File: src/rtl/muldiv_pkg.sv
// Shared definitions for the RV32M multiply/divide controller: op codes, FSM states, helpers.
package muldiv_pkg;

    localparam int XLEN = 32;

    localparam logic [6:0] OPCODE_RTYPE = 7'b0110011;
    localparam logic [6:0] FUNCT7_M     = 7'b0000001;

    localparam logic [2:0] F3_MUL    = 3'b000;
    localparam logic [2:0] F3_MULH   = 3'b001;
    localparam logic [2:0] F3_MULHSU = 3'b010;
    localparam logic [2:0] F3_MULHU  = 3'b011;
    localparam logic [2:0] F3_DIV    = 3'b100;
    localparam logic [2:0] F3_DIVU   = 3'b101;
    localparam logic [2:0] F3_REM    = 3'b110;
    localparam logic [2:0] F3_REMU   = 3'b111;

    typedef enum logic [1:0] {
        ST_IDLE = 2'd0,
        ST_MUL  = 2'd1,
        ST_DIV  = 2'd2,
        ST_DONE = 2'd3
    } md_state_t;

    function automatic logic [XLEN-1:0] abs_val(input logic [XLEN-1:0] v, input logic is_signed);
        return (is_signed && v[XLEN-1]) ? (~v + 1'b1) : v;
    endfunction

    function automatic logic [XLEN-1:0] neg_if(input logic [XLEN-1:0] v, input logic neg);
        return neg ? (~v + 1'b1) : v;
    endfunction

endpackage

File: src/rtl/muldiv_controller_div_core.sv
// Restoring unsigned divider: loads on div_start, then retires one quotient bit per cycle for 32 cycles.
import muldiv_pkg::*;

module div_core #(
    parameter int XLEN = muldiv_pkg::XLEN
) (
    input  logic            clk,
    input  logic            rst_n,
    input  logic            div_start,
    input  logic            kill,
    input  logic [XLEN-1:0] dividend,
    input  logic [XLEN-1:0] divisor,
    output logic [XLEN-1:0] quotient,
    output logic [XLEN-1:0] remainder,
    output logic            div_done
);

    localparam logic [4:0] LAST = 5'(XLEN - 1);

    logic [XLEN-1:0] dvs_q;
    logic [4:0]      count;
    logic            active;
    logic [XLEN:0]   shifted;
    logic [XLEN-1:0] diff;
    logic            fits;

    // The dividend shifts out of the quotient register MSB-first into the partial remainder.
    assign shifted = {remainder, quotient[XLEN-1]};
    assign fits    = shifted >= {1'b0, dvs_q};
    assign diff    = shifted[XLEN-1:0] - dvs_q;

    always_ff @(posedge clk or negedge rst_n) begin
        if (!rst_n) begin
            quotient  <= '0;
            remainder <= '0;
            dvs_q     <= '0;
            count     <= '0;
            active    <= 1'b0;
        end else if (kill) begin
            count  <= '0;
            active <= 1'b0;
        end else if (div_start) begin
            quotient  <= dividend;
            remainder <= '0;
            dvs_q     <= divisor;
            count     <= '0;
            active    <= 1'b1;
        end else if (active) begin
            remainder <= fits ? diff : shifted[XLEN-1:0];
            quotient  <= {quotient[XLEN-2:0], fits};
            count     <= count + 5'd1;
            if (count == LAST) begin
                active <= 1'b0;
            end
        end
    end

    assign div_done = active && (count == LAST);

endmodule

File: src/rtl/muldiv_controller.sv
// Sequences RV32M ops in EX: registered multiply, iterative divide, and fast paths for trivial divides.
// Define MULDIV_REUSE_EN to keep the last divide's quotient/remainder and answer repeats without stalling.
import muldiv_pkg::*;

module muldiv_controller #(
    parameter int XLEN       = muldiv_pkg::XLEN,
    parameter int MUL_STAGES = 1
) (
    input  logic            clk,
    input  logic            rst_n,
    input  logic            start,
    input  logic [2:0]      funct3,
    input  logic [XLEN-1:0] operand_a,
    input  logic [XLEN-1:0] operand_b,
    input  logic            kill,
    output logic            md_stall,
    output logic [XLEN-1:0] result,
    output logic            result_valid,
    output logic            busy
);

    md_state_t state;

    logic [1:0]      mul_cnt;
    logic [XLEN-1:0] result_q;
    logic            is_div_q;
    logic            neg_q_q;
    logic            neg_r_q;
    logic            rem_sel_q;

    logic is_div, div_signed, want_rem;
    logic accept, mul_go, div_start, fast_hit, reuse_hit, done_now;
    logic div_by_zero, div_ovf;
    logic [XLEN-1:0] fast_val, reuse_val, div_q_fix, div_r_fix, done_val;

    logic                   mul_sa, mul_sb;
    logic signed [XLEN:0]   mul_a, mul_b;
    logic signed [2*XLEN-1:0] product;
    logic [XLEN-1:0]        mul_word;

    logic [XLEN-1:0] quotient, remainder;
    logic            div_done;

    assign is_div     = funct3[2];
    assign div_signed = ~funct3[0];
    assign want_rem   = funct3[1];

    assign accept      = start && !kill && (state == ST_IDLE);
    assign div_by_zero = (operand_b == '0);
    assign div_ovf     = div_signed && (operand_a == {1'b1, {(XLEN-1){1'b0}}}) && (&operand_b);
    assign fast_hit    = accept && is_div && (div_by_zero || div_ovf);
    assign fast_val    = div_by_zero ? (want_rem ? operand_a : '1)
                                     : (want_rem ? '0 : operand_a);

    assign mul_go    = accept && !is_div;
    assign div_start = accept && is_div && !fast_hit && !reuse_hit;

    // 33x33 signed product; the extra bit carries the sign only for the signed operand(s).
    assign mul_sa   = (funct3 == F3_MULH) || (funct3 == F3_MULHSU);
    assign mul_sb   = (funct3 == F3_MULH);
    assign mul_a    = {mul_sa & operand_a[XLEN-1], operand_a};
    assign mul_b    = {mul_sb & operand_b[XLEN-1], operand_b};
    assign product  = (2*XLEN)'(mul_a) * (2*XLEN)'(mul_b);
    assign mul_word = (funct3 == F3_MUL) ? product[XLEN-1:0] : product[2*XLEN-1:XLEN];

    div_core #(.XLEN(XLEN)) u_div_core (
        .clk       (clk),
        .rst_n     (rst_n),
        .div_start (div_start),
        .kill      (kill),
        .dividend  (abs_val(operand_a, div_signed)),
        .divisor   (abs_val(operand_b, div_signed)),
        .quotient  (quotient),
        .remainder (remainder),
        .div_done  (div_done)
    );

    assign div_q_fix = neg_if(quotient, neg_q_q);
    assign div_r_fix = neg_if(remainder, neg_r_q);
    assign done_val  = is_div_q ? (rem_sel_q ? div_r_fix : div_q_fix) : result_q;

`ifdef MULDIV_REUSE_EN
    logic [XLEN-1:0] last_a, last_b, last_q, last_r;
    logic            last_signed, last_valid;

    // Operands are captured when a divide issues; the results become usable once it completes.
    always_ff @(posedge clk or negedge rst_n) begin
        if (!rst_n) begin
            last_a      <= '0;
            last_b      <= '0;
            last_q      <= '0;
            last_r      <= '0;
            last_signed <= 1'b0;
            last_valid  <= 1'b0;
        end else if (kill) begin
            last_valid <= 1'b0;
        end else if (div_start) begin
            last_a      <= operand_a;
            last_b      <= operand_b;
            last_signed <= div_signed;
            last_valid  <= 1'b0;
        end else if (fast_hit) begin
            last_valid <= 1'b0;
        end else if (state == ST_DONE && is_div_q) begin
            last_q     <= div_q_fix;
            last_r     <= div_r_fix;
            last_valid <= 1'b1;
        end
    end

    assign reuse_hit = accept && is_div && !fast_hit && last_valid &&
                       (operand_a == last_a) && (operand_b == last_b) && (div_signed == last_signed);
    assign reuse_val = want_rem ? last_r : last_q;
`else
    assign reuse_hit = 1'b0;
    assign reuse_val = '0;
`endif

    always_ff @(posedge clk or negedge rst_n) begin
        if (!rst_n) begin
            state     <= ST_IDLE;
            mul_cnt   <= '0;
            result_q  <= '0;
            is_div_q  <= 1'b0;
            neg_q_q   <= 1'b0;
            neg_r_q   <= 1'b0;
            rem_sel_q <= 1'b0;
        end else if (kill) begin
            state   <= ST_IDLE;
            mul_cnt <= '0;
        end else begin
            case (state)
                ST_IDLE: begin
                    if (mul_go) begin
                        result_q <= mul_word;
                        is_div_q <= 1'b0;
                        mul_cnt  <= '0;
                        state    <= (MUL_STAGES > 1) ? ST_MUL : ST_DONE;
                    end else if (div_start) begin
                        is_div_q  <= 1'b1;
                        neg_q_q   <= div_signed && (operand_a[XLEN-1] ^ operand_b[XLEN-1]);
                        neg_r_q   <= div_signed && operand_a[XLEN-1];
                        rem_sel_q <= want_rem;
                        state     <= ST_DIV;
                    end
                end
                ST_MUL: begin
                    if (int'(mul_cnt) == MUL_STAGES - 2) begin
                        state <= ST_DONE;
                    end else begin
                        mul_cnt <= mul_cnt + 2'd1;
                    end
                end
                ST_DIV: begin
                    if (div_done) begin
                        state <= ST_DONE;
                    end
                end
                ST_DONE: state <= ST_IDLE;
                default: state <= ST_IDLE;
            endcase
        end
    end

    assign done_now     = (state == ST_DONE) && !kill;
    assign busy         = (state != ST_IDLE);
    assign result_valid = rst_n && (done_now || fast_hit || reuse_hit);
    assign md_stall     = rst_n && start && !kill &&
                          (((state == ST_IDLE) && !fast_hit && !reuse_hit) ||
                           (state == ST_MUL) || (state == ST_DIV));
    assign result       = !rst_n    ? '0       :
                          fast_hit  ? fast_val :
                          reuse_hit ? reuse_val :
                          done_now  ? done_val : '0;

    // The instruction must stay in EX while the unit is working on it.
    start_held: assert property (@(posedge clk) disable iff (!rst_n)
        ((state == ST_MUL || state == ST_DIV) && !kill) |-> start);

endmodule

File: config.mk
export PLATFORM = sky130hd
export DESIGN_NAME = muldiv_controller
export DESIGN_NICKNAME = d
export VERILOG_FILES = /design/src/rtl/muldiv_pkg.sv /design/src/rtl/muldiv_controller_div_core.sv /design/src/rtl/muldiv_controller.sv
export SDC_FILE = /design/constraint.sdc
export NUM_CORES = 2
export LEC_CHECK = 0
export BUFFER_PORTS_ARGS = -buffer_cell sky130_fd_sc_hd__buf_2
export CORE_ASPECT_RATIO = 1.5
export CORE_UTILIZATION = 65
export CTS_BUF_LIST = sky130_fd_sc_hd__clkbuf_8 sky130_fd_sc_hd__clkbuf_16
export DETAILED_ROUTE_END_ITERATION = 8
export PLACE_DENSITY = 0.82
export SLEW_MARGIN = 20
export SYNTH_ARGS = -nofsm -noshare
export SYNTH_HDL_FRONTEND = slang
export SYNTH_SLANG_ARGS = --single-unit
File: constraint.sdc
create_clock -name clk -period 10.8 [get_ports clk]
set_input_delay 0 -clock clk [delete_from_list [all_inputs] [get_ports clk]]
set_output_delay 0 -clock clk [all_outputs]
set_load 0.005 [all_outputs]
==> metrics.csv <==
stage,metric,value,unit
clocking,worstSkewPairLatency,440,ps
flow_run,max_cap_violations,0,
routing,num_vias,41600,
place,place.gp.congestion,1.06,
synthesis,synth_top_cells_by_area,"fa_1 45%, inv_1 9.3%, nand2_1 7.0%",
synthesis,avgSynthCellArea,8.52,um2
outcome,outcome,completed,
synthesis,synth_edf_count,0,
final_layout,finish.instance_area,0.0519,mm2
clocking,clock-sinks,140,
final_layout,layout_common_cells,"1242 x inv_1, 1126 x fa_1, 942 x nand2_1",
setup_path,cp_slowest_cell,fa_1,
setup_path,cp-end-kind,register,
hold_path,min_path_cells,3,
hold_path,hold_path_class,primary input to register,
clocking,clock_path_buffers,2,
routing,dr.first_iter.drc_count,3752,
synthesis,post-synth-top-area-fraction,44.9,%
die,rows,124,
synthesis,syn_area,0.0502,mm2
timing,max_freq,0.108,GHz
routing,first_pass_iters,8,
setup_path,path_max_fanout,33,
place,place_area,0.0512,mm2
place,port_buffers,105,
synthesis,synth-seq-area-share,6.98,%
synthesis,synth_nets,7338,
timing,period_share,85.4,%
clocking,numCtsBuffers,17,
synthesis,synth-seq-cells,140,
final_layout,final_common_cell,inv_1,
setup_path,critical_path.most_common_cell,fa_1,
routing,ant_nets,0,
grt,grt_max_degree,103,
setup_path,cp.buffers_inverters,9,
synthesis,synth.distinct_cells,79,
clocking,clk_pin_slew_worst_paths,60,ps
routing,routed_wl,163000,um
synthesis,syn-instance-count,5889,
setup_path,ff2ff_path_depth,13,
timing,min_period,9230,ps
grt,antenna_found_initial,13,
clocking,cts_tree,yes,
grt,track_usage,42.8,%
setup_path,path_depth,31,
final_layout,nNetsFinal,7180,
timing,maxSlewViolCount,0,
timing,skew,7.96,ps
routing,drcViolationCount,0,
synthesis,yosysWarnings,0,
die,dieHeight,342,um
routing,routedWlPerCell,24.1,um
synthesis,synth_area_leader_cell,fa_1,
timing,rsz0062_at_grt,false,
die,chipWidth,229,um
synthesis,synth_ff_type,dfrtp_1,
setup_path,path_delay_family,adder cells,
die,io_pins,106,
final_layout,drive_above_1_share,4.79,%
setup_path,cp-start-kind,primary input,
setup_path,arrival,9530,ps
place,dp_hpwl,127000,um
clocking,root_buffer,clkbuf_16,
timing,finalSetupViolations,0,
grt,grt_overflow_total,0,
timing,slew_headroom,11.4,%
die,die_area,0.0783,mm2
die,start_util,65.7,%
grt,grt_pass1_vias,44300,
setup_path,setup.worst_path.class,primary input to register,
clocking,htree_levels,4,
die,core,0.0763,mm2
timing,finalSetupTns,0,ps
synthesis,async_flop_share,100,%
grt,grt_pass1_wl,251000,um
clocking,cts_resized,0,
timing,tightest_slew,1320,ps
final_layout,area_growth_syn_to_layout,3.45,%
setup_path,crit_path_max_incr_delay,820,ps
routing,vias_per_cell,6.15,
timing,finalHoldViolations,0,
setup_path,required,11100,ps
clocking,post_cts_buffers,0,
[state kept, by name, summed over array words and instances (netlist names)]
name	cells
u_div_core.active	1
state	2
neg_q_q	1
result_q	32
u_div_core.quotient	32
u_div_core.remainder	32
rem_sel_q	1
is_div_q	1
neg_r_q	1
u_div_core.count	5
u_div_core.dvs_q	32
[cells by family (layout without fill, tap and decap cells)]
| kind of cell | count (synthesis) | after routing | synth area share [%] |
|---|---|---|---|
| and+or+nand+nor | 1791 | 1791 | 16.2 |
| buffers and inverters | 1617 | 1472 | 12.2 |
| adders and majority gates | 1395 | 1395 | 51.5 |
| AOI/OAI and AO/OA | 684 | 684 | 8.34 |
| xor gates and xnor gates | 213 | 213 | 3.72 |
| DFF | 140 | 140 | 6.98 |
| muxes | 49 | 49 | 0.987 |
| other | 0 | 7 | 0 |
[cell type report]
type	instances	area, um2
clock buffers	20	467
well taps	1008	1260
inverters	1243	4670
diodes	7	17.5
clock inverters	12	193
flip-flops and latches	140	3510
repair buffers	197	1230
fillers	6065	24400
multi-input cells	4132	40600
[stage by stage]
step | worst slack (ps) | hold slack (ps) | std cells | utilization [%]
3_5_place_dp | 1270 | 124 | 6718 | 67.1
3_3_place_gp | 1270 | 114 | 6718 | 67.1
2_1_floorplan | 2220 | -296 | 5889 | -
4_1_cts | 1670 | 58.3 | 6752 | 68.0
5_1_grt | 1310 | 114 | 6752 | 68.0
6_report | 1570 | 65.1 | 6759 | 68.0
[per-layer routing]
| metal | vias to the layer above | track usage (%) | wire length (um) |
|---|---|---|---|
| li1 | 17400 | - | - |
| met1 | 20900 | 48.9 | 53500 |
| met2 | 2490 | 69.5 | 76200 |
| met3 | 796 | 9.50 | 17000 |
| met4 | 8 | 35.0 | 15900 |
| met5 | - | 0 | 57 |
[final timing paths]
kind | to | slack, ps | from
setup / recovery | result_q[29] | 1570 | funct3[1]
hold / removal | u_div_core.dvs_q[27] | 70 | operand_b[27]
setup reg to reg | u_div_core.remainder[22] | 6920 | u_div_core.quotient[31]
hold reg to reg | u_div_core.dvs_q[27] | 480 | u_div_core.dvs_q[27]
max in group asynchronous | u_div_core.quotient[4] | 9070 | rst_n
min in group asynchronous | u_div_core.dvs_q[18] | 190 | rst_n
[repair_timing]
| action | 4_1_cts | 5_1_grt |
|---|---|---|
| endpoints found under the hold margin | 75 | 0 |
| hold buffers | 2 | 0 |
| setup endpoints to repair | 0 | 0 |
[synthesized netlist by cell type (all sizes together) (16+ instances only)]
| cell | n |
|---|---|
| nor2 | 302 |
| a21oi | 225 |
| fa | 1126 |
| ha | 252 |
| and3 | 23 |
| nand3 | 25 |
| xnor2 | 128 |
| o22ai | 34 |
| o41ai | 17 |
| or2 | 20 |
| buf | 86 |
| mux2i | 45 |
| xor2 | 85 |
| o21bai | 18 |
| a21o | 41 |
| nand4 | 36 |
| and2 | 287 |
| nand2 | 942 |
| dfrtp | 140 |
| or3 | 20 |
| o31ai | 31 |
| or4 | 16 |
| maj3 | 17 |
| a211oi | 30 |
| nand2b | 16 |
| nor3 | 38 |
| clkbuf | 288 |
| inv | 1241 |
| o21ai | 185 |
| nor4 | 23 |
| o21a | 19 |
[worst register-to-register path, stage by stage (launching register included)]
cell and delay (ps):
dfrtp_1 450, inv_1 200, ha_1 200, inv_1 60, fa_1 410, a21oi_1 200, o211ai_1 160, o41ai_1 480
o21ai_0 400, a21oi_1 350, o21bai_1 170, a311oi_1 310, nor4_1 70, a211o_1 290
Power is left out: the tool's default activity adds up to more than one toggle a clock period on the data nets, which glitch-free logic cannot reach.
